===== src/rtl/mem_arb_pkg.sv =====
// Shared types and default sizing for the fetch/data RAM arbiter.
// One state encoding, one port-select encoding, default geometry.
package mem_arb_pkg;

  typedef enum logic [1:0] {
    IDLE = 2'd0,
    BUSY = 2'd1,
    ACK  = 2'd2
  } state_e;

  typedef enum logic {
    PORT_IF = 1'b0,
    PORT_D  = 1'b1
  } port_e;

  localparam int ADDR_DEPTH = 512;
  localparam int RD_LAT     = 1;
  localparam int MAX_DEFER  = 4;

endpackage


===== src/rtl/mem_arbiter_if.sv =====
// Requester-side and RAM-side signals of the arbiter; slave = arbiter view.
// Requests are level-held until the matching one-cycle ack.
interface mem_arbiter_if;
  logic        if_req;
  logic [31:0] if_addr;
  logic        if_ack;
  logic [31:0] if_rdata;
  logic        d_req;
  logic        d_we;
  logic [31:0] d_addr;
  logic [31:0] d_wdata;
  logic        d_ack;
  logic [31:0] d_rdata;
  logic        addr_err;
  logic        mem_read;
  logic        mem_write;
  logic [31:0] mem_addr;
  logic [31:0] mem_wdata;
  logic [31:0] mem_rdata;

  modport slave (
    input  if_req, if_addr, d_req, d_we, d_addr, d_wdata, mem_rdata,
    output if_ack, if_rdata, d_ack, d_rdata, addr_err,
           mem_read, mem_write, mem_addr, mem_wdata
  );

  modport master (
    output if_req, if_addr, d_req, d_we, d_addr, d_wdata, mem_rdata,
    input  if_ack, if_rdata, d_ack, d_rdata, addr_err,
           mem_read, mem_write, mem_addr, mem_wdata
  );
endinterface


===== src/rtl/mem_arbiter.sv =====
// Shares one single-port RAM between fetch and data paths; ack RD_LAT+1 cycles after grant (1 if out of range).
// One access in flight; other requests stall (req held) until the next IDLE, data wins unless fetch was deferred MAX_DEFER times.
module mem_arbiter #(
  parameter int ADDR_DEPTH = mem_arb_pkg::ADDR_DEPTH,
  parameter int RD_LAT     = mem_arb_pkg::RD_LAT,
  parameter int MAX_DEFER  = mem_arb_pkg::MAX_DEFER
) (
  input  logic         clock,
  input  logic         reset,
  mem_arbiter_if.slave bus
);
  import mem_arb_pkg::*;

  localparam int LW = (RD_LAT > 1) ? $clog2(RD_LAT) : 1;
  localparam int DW = $clog2(MAX_DEFER + 1);

  state_e        r_state;
  state_e        w_state_nxt;
  port_e         r_port;
  logic          r_we;
  logic          r_err;
  logic [LW-1:0] r_lat_cnt;
  logic [DW-1:0] r_defer_cnt;
  logic          r_mem_read;
  logic          r_mem_write;
  logic [31:0]   r_mem_addr;
  logic [31:0]   r_mem_wdata;
  logic [31:0]   r_if_rdata;
  logic [31:0]   r_d_rdata;

  logic          w_any_req;
  logic          w_fetch_due;
  logic          w_grant_if;
  logic          w_gnt_we;
  logic          w_gnt_err;
  logic          w_lat_done;
  logic [31:0]   w_gnt_addr;
  logic [31:0]   w_gnt_wdata;
  logic          w_if_ack;
  logic          w_d_ack;
  logic          w_addr_err;

  always_comb begin
    w_any_req   = bus.if_req | bus.d_req;
    w_fetch_due = (r_defer_cnt == DW'(MAX_DEFER));
    w_grant_if  = bus.if_req & (~bus.d_req | w_fetch_due);
    w_gnt_addr  = w_grant_if ? bus.if_addr : bus.d_addr;
    w_gnt_we    = ~w_grant_if & bus.d_we;
    w_gnt_wdata = w_grant_if ? 32'd0 : bus.d_wdata;
    w_gnt_err   = (w_gnt_addr >= 32'(ADDR_DEPTH));
    w_lat_done  = (r_lat_cnt == '0);
  end

  always_comb begin
    w_state_nxt = r_state;
    w_if_ack    = 1'b0;
    w_d_ack     = 1'b0;
    w_addr_err  = 1'b0;
    case (r_state)
      IDLE: begin
        // Out-of-range accesses skip BUSY so the RAM never sees a strobe
        if (w_any_req) w_state_nxt = w_gnt_err ? ACK : BUSY;
      end
      BUSY: begin
        if (w_lat_done) w_state_nxt = ACK;
      end
      ACK: begin
        w_if_ack    = (r_port == PORT_IF);
        w_d_ack     = (r_port == PORT_D);
        w_addr_err  = r_err;
        w_state_nxt = IDLE;
      end
      default: w_state_nxt = IDLE;
    endcase
  end

  always_ff @(posedge clock) begin
    if (reset) begin
      r_state     <= IDLE;
      r_port      <= PORT_IF;
      r_we        <= 1'b0;
      r_err       <= 1'b0;
      r_lat_cnt   <= '0;
      r_defer_cnt <= '0;
      r_mem_read  <= 1'b0;
      r_mem_write <= 1'b0;
      r_mem_addr  <= 32'd0;
      r_mem_wdata <= 32'd0;
      r_if_rdata  <= 32'd0;
      r_d_rdata   <= 32'd0;
    end else begin
      r_state <= w_state_nxt;
      case (r_state)
        IDLE: begin
          if (w_any_req) begin
            r_port      <= w_grant_if ? PORT_IF : PORT_D;
            r_we        <= w_gnt_we;
            r_err       <= w_gnt_err;
            r_mem_addr  <= w_gnt_addr;
            r_mem_wdata <= w_gnt_wdata;
            r_lat_cnt   <= LW'(RD_LAT - 1);
            r_mem_read  <= ~w_gnt_err & ~w_gnt_we;
            r_mem_write <= ~w_gnt_err & w_gnt_we;
            // Only data grants that actually bypass a waiting fetch count toward starvation
            if (w_grant_if)
              r_defer_cnt <= '0;
            else if (bus.if_req && !w_fetch_due)
              r_defer_cnt <= r_defer_cnt + DW'(1);
            if (w_gnt_err && !w_gnt_we) begin
              if (w_grant_if) r_if_rdata <= 32'd0;
              else            r_d_rdata  <= 32'd0;
            end
          end
        end
        BUSY: begin
          if (w_lat_done) begin
            r_mem_read  <= 1'b0;
            r_mem_write <= 1'b0;
            if (r_port == PORT_IF) r_if_rdata <= bus.mem_rdata;
            else if (!r_we)        r_d_rdata  <= bus.mem_rdata;
          end else begin
            r_lat_cnt <= r_lat_cnt - LW'(1);
          end
        end
        default: ;
      endcase
    end
  end

  assign bus.mem_read  = r_mem_read;
  assign bus.mem_write = r_mem_write;
  assign bus.mem_addr  = r_mem_addr;
  assign bus.mem_wdata = r_mem_wdata;
  assign bus.if_rdata  = r_if_rdata;
  assign bus.d_rdata   = r_d_rdata;
  assign bus.if_ack    = w_if_ack;
  assign bus.d_ack     = w_d_ack;
  assign bus.addr_err  = w_addr_err;

endmodule

===== src/flat_wrapper.sv =====
// flat-port wrapper written by rule: the top's interface ports become plain ports
module mem_arbiter_flat import mem_arb_pkg::*;
#(
  parameter int ADDR_DEPTH = mem_arb_pkg::ADDR_DEPTH,
  parameter int RD_LAT     = mem_arb_pkg::RD_LAT,
  parameter int MAX_DEFER  = mem_arb_pkg::MAX_DEFER
)
  (clock, reset, bus_if_req, bus_if_addr, bus_d_req, bus_d_we, bus_d_addr, bus_d_wdata, bus_mem_rdata, bus_if_ack, bus_if_rdata, bus_d_ack, bus_d_rdata, bus_addr_err, bus_mem_read, bus_mem_write, bus_mem_addr, bus_mem_wdata);
  mem_arbiter_if bus_i ();
  input  logic clock;
  input  logic reset;
  input wire logic [$bits(bus_i.if_req)-1:0] bus_if_req;
  input wire logic [$bits(bus_i.if_addr)-1:0] bus_if_addr;
  input wire logic [$bits(bus_i.d_req)-1:0] bus_d_req;
  input wire logic [$bits(bus_i.d_we)-1:0] bus_d_we;
  input wire logic [$bits(bus_i.d_addr)-1:0] bus_d_addr;
  input wire logic [$bits(bus_i.d_wdata)-1:0] bus_d_wdata;
  input wire logic [$bits(bus_i.mem_rdata)-1:0] bus_mem_rdata;
  output wire logic [$bits(bus_i.if_ack)-1:0] bus_if_ack;
  output wire logic [$bits(bus_i.if_rdata)-1:0] bus_if_rdata;
  output wire logic [$bits(bus_i.d_ack)-1:0] bus_d_ack;
  output wire logic [$bits(bus_i.d_rdata)-1:0] bus_d_rdata;
  output wire logic [$bits(bus_i.addr_err)-1:0] bus_addr_err;
  output wire logic [$bits(bus_i.mem_read)-1:0] bus_mem_read;
  output wire logic [$bits(bus_i.mem_write)-1:0] bus_mem_write;
  output wire logic [$bits(bus_i.mem_addr)-1:0] bus_mem_addr;
  output wire logic [$bits(bus_i.mem_wdata)-1:0] bus_mem_wdata;
  assign bus_i.if_req = bus_if_req;
  assign bus_i.if_addr = bus_if_addr;
  assign bus_i.d_req = bus_d_req;
  assign bus_i.d_we = bus_d_we;
  assign bus_i.d_addr = bus_d_addr;
  assign bus_i.d_wdata = bus_d_wdata;
  assign bus_i.mem_rdata = bus_mem_rdata;
  assign bus_if_ack = bus_i.if_ack;
  assign bus_if_rdata = bus_i.if_rdata;
  assign bus_d_ack = bus_i.d_ack;
  assign bus_d_rdata = bus_i.d_rdata;
  assign bus_addr_err = bus_i.addr_err;
  assign bus_mem_read = bus_i.mem_read;
  assign bus_mem_write = bus_i.mem_write;
  assign bus_mem_addr = bus_i.mem_addr;
  assign bus_mem_wdata = bus_i.mem_wdata;
  mem_arbiter #(.ADDR_DEPTH(ADDR_DEPTH), .RD_LAT(RD_LAT), .MAX_DEFER(MAX_DEFER)) u_core (.clock(clock), .reset(reset), .bus(bus_i));
endmodule

===== config.mk =====
export PLATFORM = sky130hd
export DESIGN_NAME = mem_arbiter_flat
export DESIGN_NICKNAME = d
export VERILOG_FILES = /design/src/rtl/mem_arb_pkg.sv /design/src/rtl/mem_arbiter_if.sv /design/src/rtl/mem_arbiter.sv /design/src/flat_wrapper.sv
export SDC_FILE = /design/constraint.sdc
export NUM_CORES = 1
export LEC_CHECK = 0
export CORE_MARGIN = 5
export CORE_UTILIZATION = 40
export DETAILED_ROUTE_END_ITERATION = 6
export HOLD_SLACK_MARGIN = 0.08
export PLACE_DENSITY = 0.8
export SKIP_LAST_GASP = 1
export SYNTH_ARGS = -nofsm -noshare
export SYNTH_HDL_FRONTEND = slang
export SYNTH_SLANG_ARGS = --single-unit

===== constraint.sdc =====
create_clock -name clock -period 3.2 [get_ports clock]
set_input_delay 0.96 -clock clock [delete_from_list [all_inputs] [get_ports clock]]
set_output_delay 0.96 -clock clock [all_outputs]
set_load 0.005 [all_outputs]

==> results.ini, run 1 <==
[status]
outcome=complete, no violations

[timing]
finalWorstSetupSlack_ns=0.4762
finalSetupViolations=0
rsz0062_at_grt=false
tns_ns=0
slew_viol_final=0
finalHoldViolations=0
max_freq_mhz=367.1
min_period_ns=2.724
whs_ns=0.4522
tightest_slew_ns=0.4937
finClkSkew_ns=0.005607
finalCritPeriodShare=0.8512
slew_headroom=0.6709

[die]
core.rowCount=41
initial_core_util=0.4127
die_h_um=124.6
die_x_um=124.6
core-area_mm2=0.01272
dieArea_mm2=0.01552
io_pins=266

[drt]
drt-total-wl_um=18320
dr_total_vias=5561
drc=0
via_per_inst=5.301
wl_per_cell_um=17.46
drt_iter0_markers=357
antenna_left=0
firstDrtPassIters=5

[logic_synthesis]
syn-num-nets=752
synth-async-reset-ratio=0
synth_area_leader_cell=dfxtp_1
synth_area_mm2=0.005250
syn_inst=617
synthTopCellsByArea=dfxtp_1 53%, nand2_1 11%, a22o_1 5.3%
ys_seq_elements=138
ys_types=34
seq_area_frac_synth=0.5262
synth_enable_flop_cells=0
syn-mean-instance-area_um2=8.509
synthFlopType=dfxtp_1
ys_warn_count=0
synth_top_area_share=0.5262

[clock_tree]
cts_setup_buffers=0
clk_path_buf_depth=2
cts_buffers=17
cts.sinks=138
cts_tree=yes
clkSlewWorstSetupHoldPaths_ns=0.06
htreeDepth=4
root_buffer=clkbuf_16
clock_latency_ns=0.41
ctsHoldBuffers=0
post_cts_resized=0

[setup_path]
crit_path_max_fanout=6
crit_path_end_kind=primary output
worstSetupStartpointType=register
worstPathArrival_ns=1.76
cpMaxStageDelayCell=clkdlybuf4s50_1
crit_type=reg -> out
cp.required_ns=2.24
max_stage_delay_ns=0.61
cp_cell_sequence=inv_1 > nor3b_1 > clkdlybuf4s50_1

[layout]
area_growth_pct=66.09
fin_nets=999
drive_above_1_share=0.06157
antenna_cells=0
n_fill_cell=1018

[global_routing]
antenna_found_initial=0
grt_pass1_wl_um=29270
overflow=0
grtUsageTotal=0.2317
grt_pass1_vias=5757
grt_max_degree=51

[place]
gp_congestion=0.8939
portBuffers=265
place_ws_ns=0.1454
dpl.hpwl_um=13560

[power_and_ir_drop]
leakage_nw=3.220
fin_total_pwr_mw=4.605
power_density_mw_per_mm2=528.1
ir_drop_mv=0.3287

[hold_path]
hold_class=reg -> reg

[job]
cap_violations=0

[worst max-delay path, delay by kind of cell (launching register included)]
kind	cells	cell delay, ns
buffers and inverters	2	0.72
flip-flops	1	0.42
AND/OR/NAND/NOR	1	0.21
[report_power, final]
group          internal [mW]  switching [mW]
registers               1.79          0.0406
logic                  0.344           0.257
clock network           1.44           0.730
[routing by layer]
metal / share of wire / global-route usage
met5: 0 / 0
met4: 0.024 / 0.09413
met3: 0.11 / 0.09949
met2: 0.49 / 0.3966
met1: 0.38 / 0.2513
[Yosys cell counts (2+ instances only)]
| cell | count |
|---|---|
| nor4_1 | 11 |
| nand2b_1 | 14 |
| nand2_1 | 157 |
| a21oi_1 | 37 |
| a22o_1 | 32 |
| nor3_1 | 6 |
| nand3_1 | 34 |
| buf_6 | 4 |
| nor2_1 | 42 |
| a311oi_1 | 32 |
| buf_1 | 5 |
| nor3b_1 | 2 |
| dfxtp_1 | 138 |
| o21ai_0 | 36 |
| nand4_1 | 3 |
| clkbuf_1 | 40 |
| and2_1 | 2 |
| inv_1 | 5 |
| ha_1 | 2 |
[state kept, by name, indices dropped and copies added, names as in the netlist, 2 cells and up]
name	count
u_core.r_state	2
u_core.r_defer_cnt	3
u_core.bus.if_rdata	32
u_core.bus.mem_wdata	32
u_core.bus.mem_addr	32
u_core.bus.d_rdata	32
[final cells by class]
type	instances	area, um2	share of cell area
inverters	5	18.77	0.002152
repair buffers	278	2795	0.3206
flip-flops and latches	138	2763	0.3168
well taps	172	215.2	0.02468
multi-input cells	424	2266	0.2599
clock buffers	21	470.5	0.05395
clock inverters	11	191.4	0.02195
[cell families after synthesis]
kind of cell,after synthesis,share of synthesized area
multiplexers,1,0.001907
buffers and inverters,55,0.04528
flip-flops,138,0.5262
AO/OA/AOI/OAI,144,0.1945
AND/OR/NAND/NOR,277,0.2274
adder cells (fa/ha/maj),2,0.004766
[cell usage in the layout (no fill, tap or decap), drive strengths merged, types with 21 or more instances in the layout]
cell and instances:
o21ai 36, nand3 34, nor2 42, a311oi 33, a21oi 37, nand2 157, clkbuf 21, clkdlybuf4s50 264
a22o 32, dfxtp 138
[through the flow]
step / area [um2] / instances / utilization
6_report: 8720 / 1049 / 0.6854
5_1_grt: 8720 / 1049 / 0.6854
4_1_cts: 8720 / 1049 / 0.6854
3_5_place_dp: 8058 / 1017 / 0.6334
3_3_place_gp: 8058 / 1017 / 0.6334
2_1_floorplan: 5250 / 617 / -
[path summary, 6_finish.rpt]
check	startpoint	endpoint	slack (ns)	cells after the start
min	u_core.bus.mem_wdata[19]	u_core.bus.mem_wdata[19]	0.45	2
max reg2reg	u_core.r_defer_cnt[0]	u_core.bus.if_rdata[14]	0.99	8
max	u_core.r_port	bus_d_ack	0.48	3
min reg2reg	u_core.bus.mem_wdata[19]	u_core.bus.mem_wdata[19]	0.45	2
Note: power is estimated with default switching activity, not from simulation.
==> run 2: changes to the inputs <==
CORE_UTILIZATION = 36   (was 40)
PLACE_DENSITY = 0.76   (was 0.8)
clock period = 2.2 ns   (was 3.2 ns; I/O delays follow)
==> run 2 against run 1 <==
Against the previous run:
- critical path type is now in -> reg
- utilization decreased by 5.4 points
- largest power group unchanged
- total power increased by 45%
- via count decreased by 0.74%
- clock power increased by 42%
- non-clock buffer count increased by 35
==> results.ini, run 2 (synthesis gave the netlist of run 1 again) <==
[timing]
finalHoldViolations=0
finalCritPeriodShare=0.9829
slew_viol_final=0
tightest_slew_ns=0.4335
rsz0062_at_grt=true
whs_ns=0.4509
finClkSkew_ns=0.009604
slew_headroom=0.7110
max_freq_mhz=462.5
tns_ns=0
min_period_ns=2.162
finalSetupViolations=0

[die]
io_pins=266
initial_core_util=0.3640
die_h_um=130.8
core-area_mm2=0.01442
core.rowCount=44
dieArea_mm2=0.01710
die_x_um=130.8

[hold_path]
hold_class=reg -> reg

[drt]
drt_iter0_markers=191
drt-total-wl_um=18260
wl_per_cell_um=16.69
drc=0
antenna_left=0
via_per_inst=5.046
dr_total_vias=5520
firstDrtPassIters=6

[power_and_ir_drop]
pwr-share-seq=0.397
ir_drop_mv=0.5330
sw_frac_of_total=0.2259
combPwrFrac=0.142
p_int_mw=5.184
power_density_mw_per_mm2=734.8
switchingPower_mw=1.513
leakage_nw=3.489
clock_power_share=0.461
fin_total_pwr_mw=6.696

[clock_tree]
root_buffer=clkbuf_16
cts.sinks=138
cts_tree=yes
htreeDepth=4
cts_buffers=17
clkSlewWorstSetupHoldPaths_ns=0.06
clock_latency_ns=0.41
clk_path_buf_depth=2

[layout]
final_common_cell=clkdlybuf4s50_1
n_fill_cell=1240
finalCoreUtilization=0.6319
fin_nets=1034
area_growth_pct=73.59
final_cell_area_mm2=0.009114
antenna_cells=0
final_cell_mix=219 x clkdlybuf4s50_1, 156 x nand2_1, 133 x dfxtp_1, 42 x nor2_1, 38 x buf_4
drive_above_1_share=0.1209

[setup_path]
cpMaxStageDelayCell=o32a_4
worstSetupStartpointType=input pin
rrSetupSlack_ns=0.07
cp.required_ns=2.51
max_stage_delay_ns=0.37
worstPathArrival_ns=2.47
crit_path_end_kind=register
crit_path_max_fanout=32
crit_type=in -> reg
cp_cell_sequence=clkdlybuf4s15_2 > nor4_4 > nand4_1 > o32a_4 > buf_4 > o21a_1 > buf_12 > o21ai_0

[place]
portBuffers=265
placed_cell_area_mm2=0.008315
dpl.hpwl_um=12660
gp_congestion=0.8324

[global_routing]
overflow=0
grtUsageTotal=0.2046
grt_max_degree=40
grt_pass1_vias=5321
grt_pass1_wl_um=27360
antenna_found_initial=0

[status]
outcome=complete, no violations

[job]
cap_violations=0

==> run 2: changes by cell type in the layout (fill, tap and decap cells not counted), sizes merged <==
| cell | before | now |
|---|---|---|
| buf | 14 | 49 |
| bufbuf | 0 | 1 |
| clkdlybuf4s15 | 0 | 14 |
| clkdlybuf4s50 | 264 | 219 |
| clkinv | 3 | 2 |
| dlygate4sd2 | 0 | 28 |
| inv | 5 | 6 |
==> run 2: cell type report <==
type | count | area [um2] | share of cell area
multi-input combinational | 424 | 2340 | 0.2567
clock buffer | 19 | 442.9 | 0.04860
tap | 184 | 230.2 | 0.02526
timing repair buffer | 313 | 3118 | 0.3421
inverter | 5 | 18.77 | 0.002059
clock inverter | 11 | 195.2 | 0.02142
sequential | 138 | 2769 | 0.3038
==> run 2: final timing paths <==
check | cells after the start | to | start
max | 8 | u_core.bus.d_rdata[4] | bus_d_addr[13]
min | 2 | u_core.bus.mem_wdata[25] | u_core.bus.mem_wdata[25]
max reg2reg | 9 | u_core.bus.d_rdata[4] | u_core.r_defer_cnt[1]
min reg2reg | 2 | u_core.bus.mem_wdata[25] | u_core.bus.mem_wdata[25]
==> run 2: timing repair <==
action                                  4_1_cts  5_1_grt
gates resized for setup                      85       11
endpoints found under the setup margin       69       58
pin swaps                                    21        3
cloned                                        2        1
hold buffers                                  0        0
setup buffers                                 3        2
==> run 2: stage by stage <==
| stage | setup slack (ns) | std cells |
|---|---|---|
| floorplan | 0.006983 | 617 |
| finish | 0.03765 | 1094 |
| detailed placement | -0.6360 | 1056 |
| global route | -0.04600 | 1094 |
| CTS | -0.1225 | 1091 |
| global placement | -0.6376 | 1056 |
==> run 2: layer usage <==
metal | vias to the layer above | global-route usage | share of wire
met5 | - | 0 | 0
met4 | 0 | 0.07743 | 0.019
met1 | 2564 | 0.2320 | 0.39
met2 | 209 | 0.3524 | 0.49
li1 | 2721 | - | -
met3 | 26 | 0.07398 | 0.096
==> run 2: critical path: cells and delay by family <==
kind                   cells  cell delay [ns]
AOI/OAI and AO/OA          3             0.80
buffers and inverters      3             0.53
and+or+nand+nor            2             0.45
==> run 2: power groups by stage <==
stage,clock (mW),combinational [mW],sequential (mW)
6_report,3.09,0.949,2.66
5_1_grt,3.27,1.03,2.67
4_1_cts,3.15,0.940,2.66
3_5_place_dp,0,0.925,2.71
3_3_place_gp,0,0.920,2.71
2_1_floorplan,0,0.308,2.72
==> run 3: changes to the inputs <==
SLEW_MARGIN = 10   (was not set)
==> results of run 3 <==
Same layout as run 2: the final DEF is identical, and so are final timing and power.
